==> src/rtl/inst_prefetch.sv <==
// inst_prefetch: instruction prefetch FIFO feeding the decoder; `PREFETCH_STATS_EN adds flush_count
module inst_prefetch #(
    parameter int RAM_SIZE = 256,
    parameter int DEPTH    = 4
) (
    input  logic        clk,
    input  logic        reset,
    output logic        mem_rd,
    output logic [7:0]  mem_addr,
    input  logic [31:0] mem_rdata,
    output logic [31:0] ir,
    output logic [7:0]  ir_pc,
    output logic        ir_valid,
    input  logic        ir_ready,
    input  logic        jmp_inst,
    input  logic [7:0]  jmp_address,
    input  logic        hlt_inst,
    output logic        halted
`ifdef PREFETCH_STATS_EN
    , output logic [15:0] flush_count
`endif
);
    localparam int PW = $clog2(DEPTH);
    localparam int CW = PW + 1;
    localparam logic [7:0] MASK = 8'(RAM_SIZE - 1);
    localparam logic [CW:0] FULL = (CW+1)'(DEPTH);

    typedef enum logic [1:0] {FETCH, STALL, HALTING, HALTED} state_t;
    state_t state, state_n;

    logic [31:0]   fifo_w  [DEPTH];
    logic [7:0]    fifo_pc [DEPTH];
    logic [PW-1:0] rd_ptr, wr_ptr, rd_n;
    logic [CW-1:0] count, cnt_after_pop, cnt_n;
    logic [CW:0]   level;
    logic [7:0]    fetch_pc, rsp_pc, head_pc;
    logic [31:0]   head_w;
    logic          inflight, jmp_eff, pop, push, issue;

    // issue/pop/push decisions, next head selection and state transitions
    always_comb begin
        jmp_eff       = jmp_inst && state != HALTED;
        pop           = ir_valid && ir_ready && !jmp_eff;
        push          = inflight && !jmp_eff;
        level         = {1'b0, count} + (CW+1)'(inflight);
        issue         = !reset && state == FETCH && level < FULL && !jmp_inst && !hlt_inst;
        cnt_after_pop = count - CW'(pop);
        cnt_n         = cnt_after_pop + CW'(push);
        rd_n          = rd_ptr + PW'(pop);
        head_w        = cnt_after_pop == '0 ? mem_rdata : fifo_w[rd_n];
        head_pc       = cnt_after_pop == '0 ? rsp_pc : fifo_pc[rd_n];
        mem_rd        = issue;
        mem_addr      = fetch_pc;
        halted        = state == HALTED;
        state_n       = state;
        if (state == HALTING)
            state_n = inflight ? HALTING : HALTED;
        else if (state != HALTED && hlt_inst)
            state_n = HALTING;
        else if (state == FETCH && level == FULL && !pop && !jmp_inst)
            state_n = STALL;
        else if (state == STALL && (pop || jmp_inst))
            state_n = FETCH;
    end

    // control state, fetch pointer, FIFO pointers and registered head view
    always_ff @(posedge clk) begin
        if (reset) begin
            state    <= FETCH;
            fetch_pc <= '0;
            rsp_pc   <= '0;
            inflight <= 1'b0;
            rd_ptr   <= '0;
            wr_ptr   <= '0;
            count    <= '0;
            ir       <= '0;
            ir_pc    <= '0;
            ir_valid <= 1'b0;
        end else begin
            state    <= state_n;
            inflight <= issue;
            if (issue) begin
                rsp_pc   <= fetch_pc;
                fetch_pc <= (fetch_pc + 8'd1) & MASK;
            end
            if (jmp_eff) begin
                fetch_pc <= jmp_address & MASK;
                rd_ptr   <= wr_ptr;
                count    <= '0;
                ir_valid <= 1'b0;
            end else begin
                if (push)
                    wr_ptr <= wr_ptr + PW'(1);
                rd_ptr   <= rd_n;
                count    <= cnt_n;
                ir_valid <= cnt_n != '0;
                if (cnt_n != '0) begin
                    ir    <= head_w;
                    ir_pc <= head_pc;
                end
            end
        end
    end

    // FIFO storage: returning word with the address it was fetched from
    always_ff @(posedge clk) begin
        if (push && !reset) begin
            fifo_w[wr_ptr]  <= mem_rdata;
            fifo_pc[wr_ptr] <= rsp_pc;
        end
    end

`ifdef PREFETCH_STATS_EN
    logic [16:0] flush_sum;

    // buffered entries plus the word arriving this cycle are lost on a jump
    always_comb flush_sum = 17'(flush_count) + 17'(count) + 17'(inflight);

    // saturating count of words discarded by jumps
    always_ff @(posedge clk) begin
        if (reset)
            flush_count <= '0;
        else if (jmp_eff)
            flush_count <= flush_sum[16] ? 16'hFFFF : flush_sum[15:0];
    end
`endif
endmodule

==> config.mk <==
export PLATFORM = sky130hd
export DESIGN_NAME = inst_prefetch
export DESIGN_NICKNAME = d
export VERILOG_FILES = /design/src/rtl/inst_prefetch.sv
export SDC_FILE = /design/constraint.sdc
export NUM_CORES = 1
export LEC_CHECK = 0
export ABC_AREA = 1
export ABC_CLOCK_PERIOD_IN_PS = 3100
export CELL_PAD_IN_SITES_DETAIL_PLACEMENT = 1
export CELL_PAD_IN_SITES_GLOBAL_PLACEMENT = 1
export CORE_AREA = 2 2 146 177
export CTS_BUF_LIST = sky130_fd_sc_hd__clkbuf_4
export CTS_CLUSTER_DIAMETER = 60
export DETAILED_ROUTE_END_ITERATION = 16
export DIE_AREA = 0 0 148 179
export PLACE_DENSITY_LB_ADDON = 0.08
export SKIP_CTS_REPAIR_TIMING = 1
export SLEW_MARGIN = 20
export SYNTH_ARGS = -nofsm -noshare
export SYNTH_HDL_FRONTEND = slang
export SYNTH_SLANG_ARGS = --single-unit
==> constraint.sdc <==
create_clock -name clk -period 3.1 [get_ports clk]
set_clock_uncertainty 0.05 [all_clocks]
set_input_delay 0.62 -clock clk [delete_from_list [all_inputs] [get_ports clk]]
set_output_delay 0.62 -clock clk [all_outputs]
set_load 0.01 [all_outputs]
# Word level (Yosys, flattened, before mapping)
# Memories as Yosys holds them, arrays and structs flattened.
# Index checks and enable logic that the tools add are counted.
[totals]
ff_bits = 67
mem_bits_rw = 160
memories = 2
[mem_list]
columns = ["memory", "words", "width", "read_ports", "rd_clocked_by_memory_dff", "write_ports", "line", "text"]
rows = [
  ["fifo_w", 4, 32, 1, 0, 1, "31", "logic [31:0] fifo_w [DEPTH];"],
  ["fifo_pc", 4, 8, 1, 0, 1, "32", "logic [7:0] fifo_pc [DEPTH];"],
]
[op_classes]
add_sub_neg = 6
magnitude_cmp = 1
eq_ne = 5
muxes = 12
bitwise_logic = 1
reduce_logical = 28
[ops]
columns = ["cell", "count"]
rows = [
  ["32-bit 2-to-1 mux", 1],
  ["8-bit 2-to-1 mux", 3],
  ["1-bit logical AND", 14],
  ["2-bit 2-to-1 mux", 5],
  ["8-bit by 1-bit adder with 8-bit output (second input constant)", 1],
  ["1-bit logical NOT", 5],
  ["3-bit by 1-bit adder with 4-bit output", 1],
  ["2-bit equality test (second input constant)", 2],
  ["4-bit by 3-bit equality test with 1-bit output (second input constant)", 1],
  ["4-bit by 3-bit < comparator with 1-bit output (second input constant)", 1],
  ["2-bit AND reduction", 2],
  ["4-bit nonzero test", 1],
  ["3-bit by 1-bit adder with 3-bit output", 1],
  ["3-bit logical NOT", 1],
  ["1-bit 2-to-1 mux", 3],
  ["3-bit nonzero test", 1],
  ["3-bit by 1-bit subtractor with 3-bit output", 1],
  ["2-bit by 1-bit adder with 2-bit output", 1],
  ["2-bit by 1-bit adder with 2-bit output (second input constant)", 1],
  ["2-bit by 1-bit equality test with 1-bit output (second input constant)", 1],
  ["2-bit logical NOT", 1],
  ["2-bit inequality test (second input constant)", 1],
  ["2-bit nonzero test", 1],
  ["2-bit OR reduction", 1],
  ["2 further kinds", 2],
]

# Longest topological paths before layout
# Gate-level depths: netlist (run 1).
[logic_depth]
depth_word = 10
depth_mapped = 17
ltp_nobuf = 15

# Worst setup path after synthesis (run 1)
# Ideal clock, no wire load.
[synth_path]
path_kind = "input port to flip-flop"
from = "input jmp_inst"
to = "memory fifo_pc[0][0], enable pin"
setup_ns = 0.437
arrival_time_ns = 2.890
required_time_ns = 2.613
slack_ns = -0.277
cell_stages = 6
path_buffers = 1
path_cell_list = "nand2_1 -> buf_2 -> nand2_1 -> inv_2 -> nand2_1 -> nor2_1"
[synth_via]
elab_chain_cells = 6
[synth_lines]
columns = ["item", "line", "text"]
rows = [
  ["from (decl)", "15", "input logic jmp_inst,"],
  ["1-bit logical AND", "42", "jmp_eff = jmp_inst && state != HALTED;"],
  ["1-bit logical NOT", "44", "push = inflight && !jmp_eff;"],
  ["1-bit logical AND", "44", ""],
  ["1-bit logical AND", "107", "if (push && !reset) begin"],
  ["1-bit 2-to-1 mux", "107", ""],
  ["1-bit 2-to-1 mux (not written as such)", "109", "fifo_pc[wr_ptr] <= rsp_pc;"],
  ["to (decl)", "32", ""],
]
# No other way between the ends.

# Worst setup path in the final report (run 1)
[layout_path]
from = "register count[0]"
to = "output mem_rd"
[layout_via]
elab_chain_cells = 5
[layout_lines]
columns = ["item", "line", "text"]
rows = [
  ["from (decl)", "34", "logic [CW-1:0] count, cnt_after_pop, cnt_n;"],
  ["from (signal assigned)", "95", "count <= cnt_n;"],
  ["3-bit by 1-bit adder with 4-bit output", "45", "level = {1'b0, count} + (CW+1)'(inflight);"],
  ["4-bit by 3-bit < comparator with 1-bit output", "46", "issue = !reset && state == FETCH && level < FULL && !jmp_inst && !hlt_inst;"],
  ["1-bit logical AND (3 in a row)", "46", ""],
  ["to (decl)", "8", "output logic mem_rd,"],
]
# No other way between the ends.

==> results of run 1 <==
routing by layer:
| metal | routed length, um | vias to the layer above |
|---|---|---|
| met5 | 0 | - |
| li1 | - | 3926 |
| met1 | 10600 | 3713 |
| met3 | 908 | 42 |
| met4 | 403 | 0 |
| met2 | 12300 | 138 |
metrics by stage:
| step | total power, W | worst slack, ns | instance area [sq um] |
|---|---|---|---|
| after floorplan | 0.00375 | -0.277 | 10000 |
| after global placement | 0.00402 | 0.0748 | 11600 |
| after detailed placement | 0.00404 | -0.0232 | 11600 |
| after CTS | 0.00671 | -0.0950 | 12400 |
| after global routing | 0.00694 | 0.188 | 12400 |
| final | 0.00659 | 0.417 | 12400 |
worst max-delay path, stage by stage (launching register included):
cell and delay [ns]:
dfxtp_1 0.32, ha_1 0.21, ha_1 0.20, nand2_1 0.07
nand2_1 0.08, nor2_2 0.11, nand2_1 0.11, inv_2 0.09
dlymetal6s2s_1 0.16
final timing paths:
check / endpoint / from / depth (start not counted) / slack (ns)
hold / removal: ir[5]$_SDFFE_PP0P_ / ir[5]$_SDFFE_PP0P_ / 4 / 0.47
setup reg to reg: ir[8]$_SDFFE_PP0P_ / state[0]$_SDFFE_PP0P_ / 15 / 0.62
hold reg to reg: ir[5]$_SDFFE_PP0P_ / ir[5]$_SDFFE_PP0P_ / 4 / 0.47
setup / recovery: mem_rd / count[0]$_SDFF_PP0_ / 8 / 0.42
cells by family after synthesis:
family / after synthesis
AOI/OAI and AO/OA: 117
xor gates and xnor gates: 2
adders and majority gates: 12
buffers and inverters: 209
DFF: 227
and+or+nand+nor: 584
cell type report:
cell class | instances | share of cell area (%)
diodes | 1 | 0.0201
multi-input cells | 715 | 24.7
repair buffers | 133 | 11.4
inverters | 157 | 4.74
clock buffers | 92 | 5.56
flip-flops and latches | 227 | 49.5
well taps | 330 | 3.32
clock inverters | 19 | 0.795
sequential cells by signal, summed over array words and instances, names as in the netlist:
name      cells
fifo_pc      32
state         2
inflight      1
rsp_pc        8
mem_addr      8
fifo_w      128
rd_ptr        2
count         3
ir_pc         8
ir_valid      1
wr_ptr        2
ir           32
placed cells by master (no fill, tap or decap), types with 2 or more instances in the layout:
cell             instances
nand2_1                443
edfxtp_1               160
inv_1                  146
nor2_1                 112
clkdlybuf4s50_1         94
clkbuf_4                92
dfxtp_1                 66
o21ai_1                 55
o21ai_0                 43
buf_4                   24
a21oi_1                 18
clkinv_1                17
buf_12                  14
nand3_1                 13
inv_2                   11
ha_1                    11
nor2_4                   4
nand4_1                  2
or2_2                    2
power by group through the flow:
stage | clock (W) | combinational [W] | sequential [W]
after global routing | 0.00289 | 0.000722 | 0.00333
final | 0.00263 | 0.000632 | 0.00333
after detailed placement | 0 | 0.000642 | 0.00340
after CTS | 0.00273 | 0.000646 | 0.00333
after floorplan | 0 | 0.000346 | 0.00340
after global placement | 0 | 0.000625 | 0.00340
==> flow_summary.toml, run 1 <==
[detailed_routing]
viasPerCell = 4.67
drc_errors = 0
drt_iter0_markers = 306
wl_per_cell_um = 14.4
drtPass1Iterations = 4
wl_um = 24200
dr_total_vias = 7819
antenna_left = 0

[floorplan]
die_x_um = 148
row_count = 64
io_pins = 96
initial_core_util_pct = 40.1
die_area_sq_um = 26500
die_h_um = 179
core_area_sq_um = 25000

[worst_setup_path]
endpoint_kind = "output port"
cp.arrival_ns = 2.01
critPathLaunchType = "register"
worstPathRequired_ns = 2.43
critical_path_class = "register to output port"
worstPathMaxFanout = 2

[cts]
cts_tree = "built"
clock_latency_ns = 0.70
cts_buffer_depth = 3
cts_buffers = 59
clock-sinks = 227
cts_root_buf = "clkbuf_4"
htreeDepth = 2
clkTransAtPathRegs_ns = 0.07

[finish]
drive_gt1_share_pct = 11.6
nets = 1350
seq_area_sq_um = 6150
multiInputGateArea_sq_um = 3070
final_util_pct = 49.7
areaGrowthSynthToFinish_pct = 24.1
nFillCells = 2989
finalNonFillerCells = 1674

[global_route]
use_met2_pct = 33.8
antenna_found_initial = 1
grtUsageTotal_pct = 18.8
use_met3_pct = 3.54
grt_max_degree = 54
grt_util_met1_pct = 23.1
gr-total-overflow = 0
grt_pass1_vias = 7983
top_usage_layer = "met2"
grt_pass1_wl_um = 39800

[sta]
tightest_slew_ns = 0.443
rsz0062_at_grt = "no"
setup_viol = 0
relSlewSlack_pct = 70.5
hold_violations = 0
tns_ns = 0
min_period_ns = 2.68
final_max_slew_viol_count = 0
hold_slack_ns = 0.471
clock.fmax_ghz = 0.373
fin_crit_sh_pct = 86.5

[synth]
yosysSeqAreaShare_pct = 61.4
async_flop_share_pct = 0
postSynthAreaPerCell_sq_um = 8.70
yosysMostFrequentCell = "nand2_1"
synthMuxAreaShare_pct = 0
synth_ff_type = "edfxtp_1"
synthesis.nets = 1208
synth-seq-cells = 227
synth-simple-area-share_pct = 22.4
netlist_top_cells_count = "nand2_1 (443), edfxtp_1 (160), inv_1 (146), nor2_1 (116), dfxtp_1 (67)"
yosysUniqueCellTypes = 30
synth_area_leaders = "edfxtp_1 (48%), nand2_1 (17%), dfxtp_1 (13%), inv_1 (5.5%), nor2_1 (4.3%)"
synth_top_family_by_area = "simple AND/OR/NAND/NOR gates"
postSynthCellCount = 1151
synthXorXnorAreaFrac_pct = 0.175
yosysTopAreaCell = "edfxtp_1"
synth-compound-area-share_pct = 5.87
synth_edf_count = 160
synth.yosys.warnings = 0
synth_top_area_share_pct = 48.0
synthesis.area_sq_um = 10000
synthAdderAreaFrac_pct = 1.50

[power]
p_int_w = 0.00499
sw_frac_of_total_pct = 24.3
max-vdd-ir-drop_mv = 0.227
p_seq_share_pct = 50.5
p_leak_nw = 5.38
power_switching_w = 0.00160
power_frac_comb_pct = 9.6
pwr-share-clk_pct = 39.9
powerDensity_nw_per_um2 = 530

[placed_design]
placed_cells = 1562
dp_hpwl_um = 15700
place.gp.congestion = 0.747
port-buffer-count = 95

[status]
outcome = "completed"

[run]
drv_cap = 0

[worst_hold_path]
hp-class = "register to register"
Note: power is estimated with default switching activity, not from simulation.
==> inputs of run 2 (changes only) <==
MAX_ROUTING_LAYER = met4   (was unset)
==> run 2 against run 1 <==
  * Total power hardly changed
  * Count of clock-buffer cells in the layout stayed put
  * Fmax is 0.26% lower
  * Clock power hardly changed
  * Sequential power hardly changed
  * Die area stayed put
  * First-iteration DRC count is 4.2% lower
==> flow_summary.toml, run 2 (same netlist as run 1, synthesis figures left out) <==
[status]
outcome = "completed"

[cts]
cts_buffers = 59
cts_buffer_depth = 3
cts_tree = "built"
clkTransAtPathRegs_ns = 0.07
clock-sinks = 227
htreeDepth = 2
cts_root_buf = "clkbuf_4"
clock_latency_ns = 0.71

[global_route]
grt_max_degree = 54
grt_pass1_vias = 7976
grt_pass1_wl_um = 39800
grtUsageTotal_pct = 19.4
antenna_found_initial = 1
gr-total-overflow = 0

[sta]
hold_slack_ns = 0.471
hold_violations = 0
relSlewSlack_pct = 70.5
clock.fmax_ghz = 0.372
setup_viol = 0
fin_crit_sh_pct = 86.8
setup_slack_ns = 0.410
rsz0062_at_grt = "no"
final_max_slew_viol_count = 0
min_period_ns = 2.69
tightest_slew_ns = 0.443

[worst_setup_path]
endpoint_kind = "output port"
cp.arrival_ns = 2.02
worstPathRequired_ns = 2.43
ff2ff_path_depth = 15
r2r_slack_ns = 0.62
r2r_start = "state[0]$_SDFFE_PP0P_"
critPathLaunchType = "register"
r2r_end = "ir_pc[4]$_SDFFE_PP0P_"
critical_path_class = "register to output port"
worstPathMaxFanout = 2

[floorplan]
die_area_sq_um = 26500
core_area_sq_um = 25000
die_x_um = 148
die_h_um = 179
initial_core_util_pct = 40.1
io_pins = 96
row_count = 64

[run]
drv_cap = 0

[power]
p_int_w = 0.00499
p_seq_share_pct = 50.5
fin_total_pwr_w = 0.00659
sw_frac_of_total_pct = 24.3
max-vdd-ir-drop_mv = 0.227
p_leak_nw = 5.38
power_switching_w = 0.00160
power_frac_comb_pct = 9.6
pwr-share-clk_pct = 39.9
powerDensity_nw_per_um2 = 530

[finish]
seq_area_sq_um = 6150
drive_gt1_share_pct = 11.6
nets = 1350
largestRegisters = "fifo_w: 128 flops, fifo_pc: 32 flops, ir: 32 flops"
areaGrowthSynthToFinish_pct = 24.1
top_register = "fifo_w"
nFillCells = 2989
fin_area_sq_um = 12400
multiInputGateArea_sq_um = 3070
mostFrequentLayoutCells = "nand2_1 (443), edfxtp_1 (160), inv_1 (146)"
final_common_cell = "nand2_1"
largest_reg_flops = 128

[worst_hold_path]
hp-class = "register to register"
worstHoldPathCells = 4
min_to = "ir[5]$_SDFFE_PP0P_"
holdCritStartpoint = "ir[5]$_SDFFE_PP0P_"

[detailed_routing]
drtPass1Iterations = 4
dr_total_vias = 7805
viasPerCell = 4.66
drc_errors = 0
drt_iter0_markers = 293
wl_per_cell_um = 14.4
wl_um = 24200
antenna_left = 0

[placed_design]
postPlaceCellArea_sq_um = 11600
port-buffer-count = 95
preCtsSetupSlack_ns = -0.0232
place.gp.congestion = 0.757
dp_hpwl_um = 15700
run 2: final cells by class:
cell class	count	area share [%]
antenna	1	0.0201
clock buffer	92	5.56
clock inverter	19	0.795
inverter	157	4.74
multi-input combinational	715	24.7
sequential	227	49.5
tap	330	3.32
timing repair buffer	133	11.4
run 2: power by group through the flow:
stage          logic, W  registers (W)  clock network, W
2_1_floorplan  0.000346        0.00340                 0
3_3_place_gp   0.000625        0.00340                 0
3_5_place_dp   0.000642        0.00340                 0
4_1_cts        0.000646        0.00333           0.00273
5_1_grt        0.000722        0.00333           0.00289
6_report       0.000633        0.00333           0.00263
run 2: how the worst max path moves through the flow:
stage | slack, ns | endpoint | cells past startpoint | from
after detailed placement | -0.02 | ir[10]$_SDFFE_PP0P_ | 15 | jmp_inst
after floorplan | -0.28 | fifo_pc[0][0]$_DFFE_PP_ | 6 | jmp_inst
final | 0.41 | mem_rd | 8 | count[0]$_SDFF_PP0_
after CTS | -0.1 | mem_rd | 9 | inflight$_SDFF_PP0_
after global routing | 0.19 | mem_rd | 9 | count[0]$_SDFF_PP0_
after global placement | 0.07 | ir[11]$_SDFFE_PP0P_ | 15 | jmp_inst
run 2: routing by layer:
metal | vias up | GRT usage (%) | share of wire (%)
met5 | - | - | 0
met4 | 0 | 5.52 | 1.6
met3 | 42 | 3.51 | 3.7
met2 | 130 | 33.7 | 51
met1 | 3707 | 23.2 | 44
li1 | 3926 | - | -
run 2: metrics by stage:
| step | util (%) | std cells | setup TNS (ns) |
|---|---|---|---|
| after floorplan | - | 1151 | -44.33 |
| after global placement | 46.6 | 1562 | 0 |
| after detailed placement | 46.6 | 1562 | -0.221 |
| after CTS | 49.7 | 1673 | -0.0950 |
| after global routing | 49.7 | 1674 | 0 |
| final | 49.7 | 1674 | 0 |
run 2: critical path, stage by stage (launching register included):
cell and delay [ns]:
dfxtp_1 0.32, ha_1 0.21, ha_1 0.20, nand2_1 0.07, nand2_1 0.08, nor2_2 0.11, nand2_1 0.11, inv_2 0.09
dlymetal6s2s_1 0.16
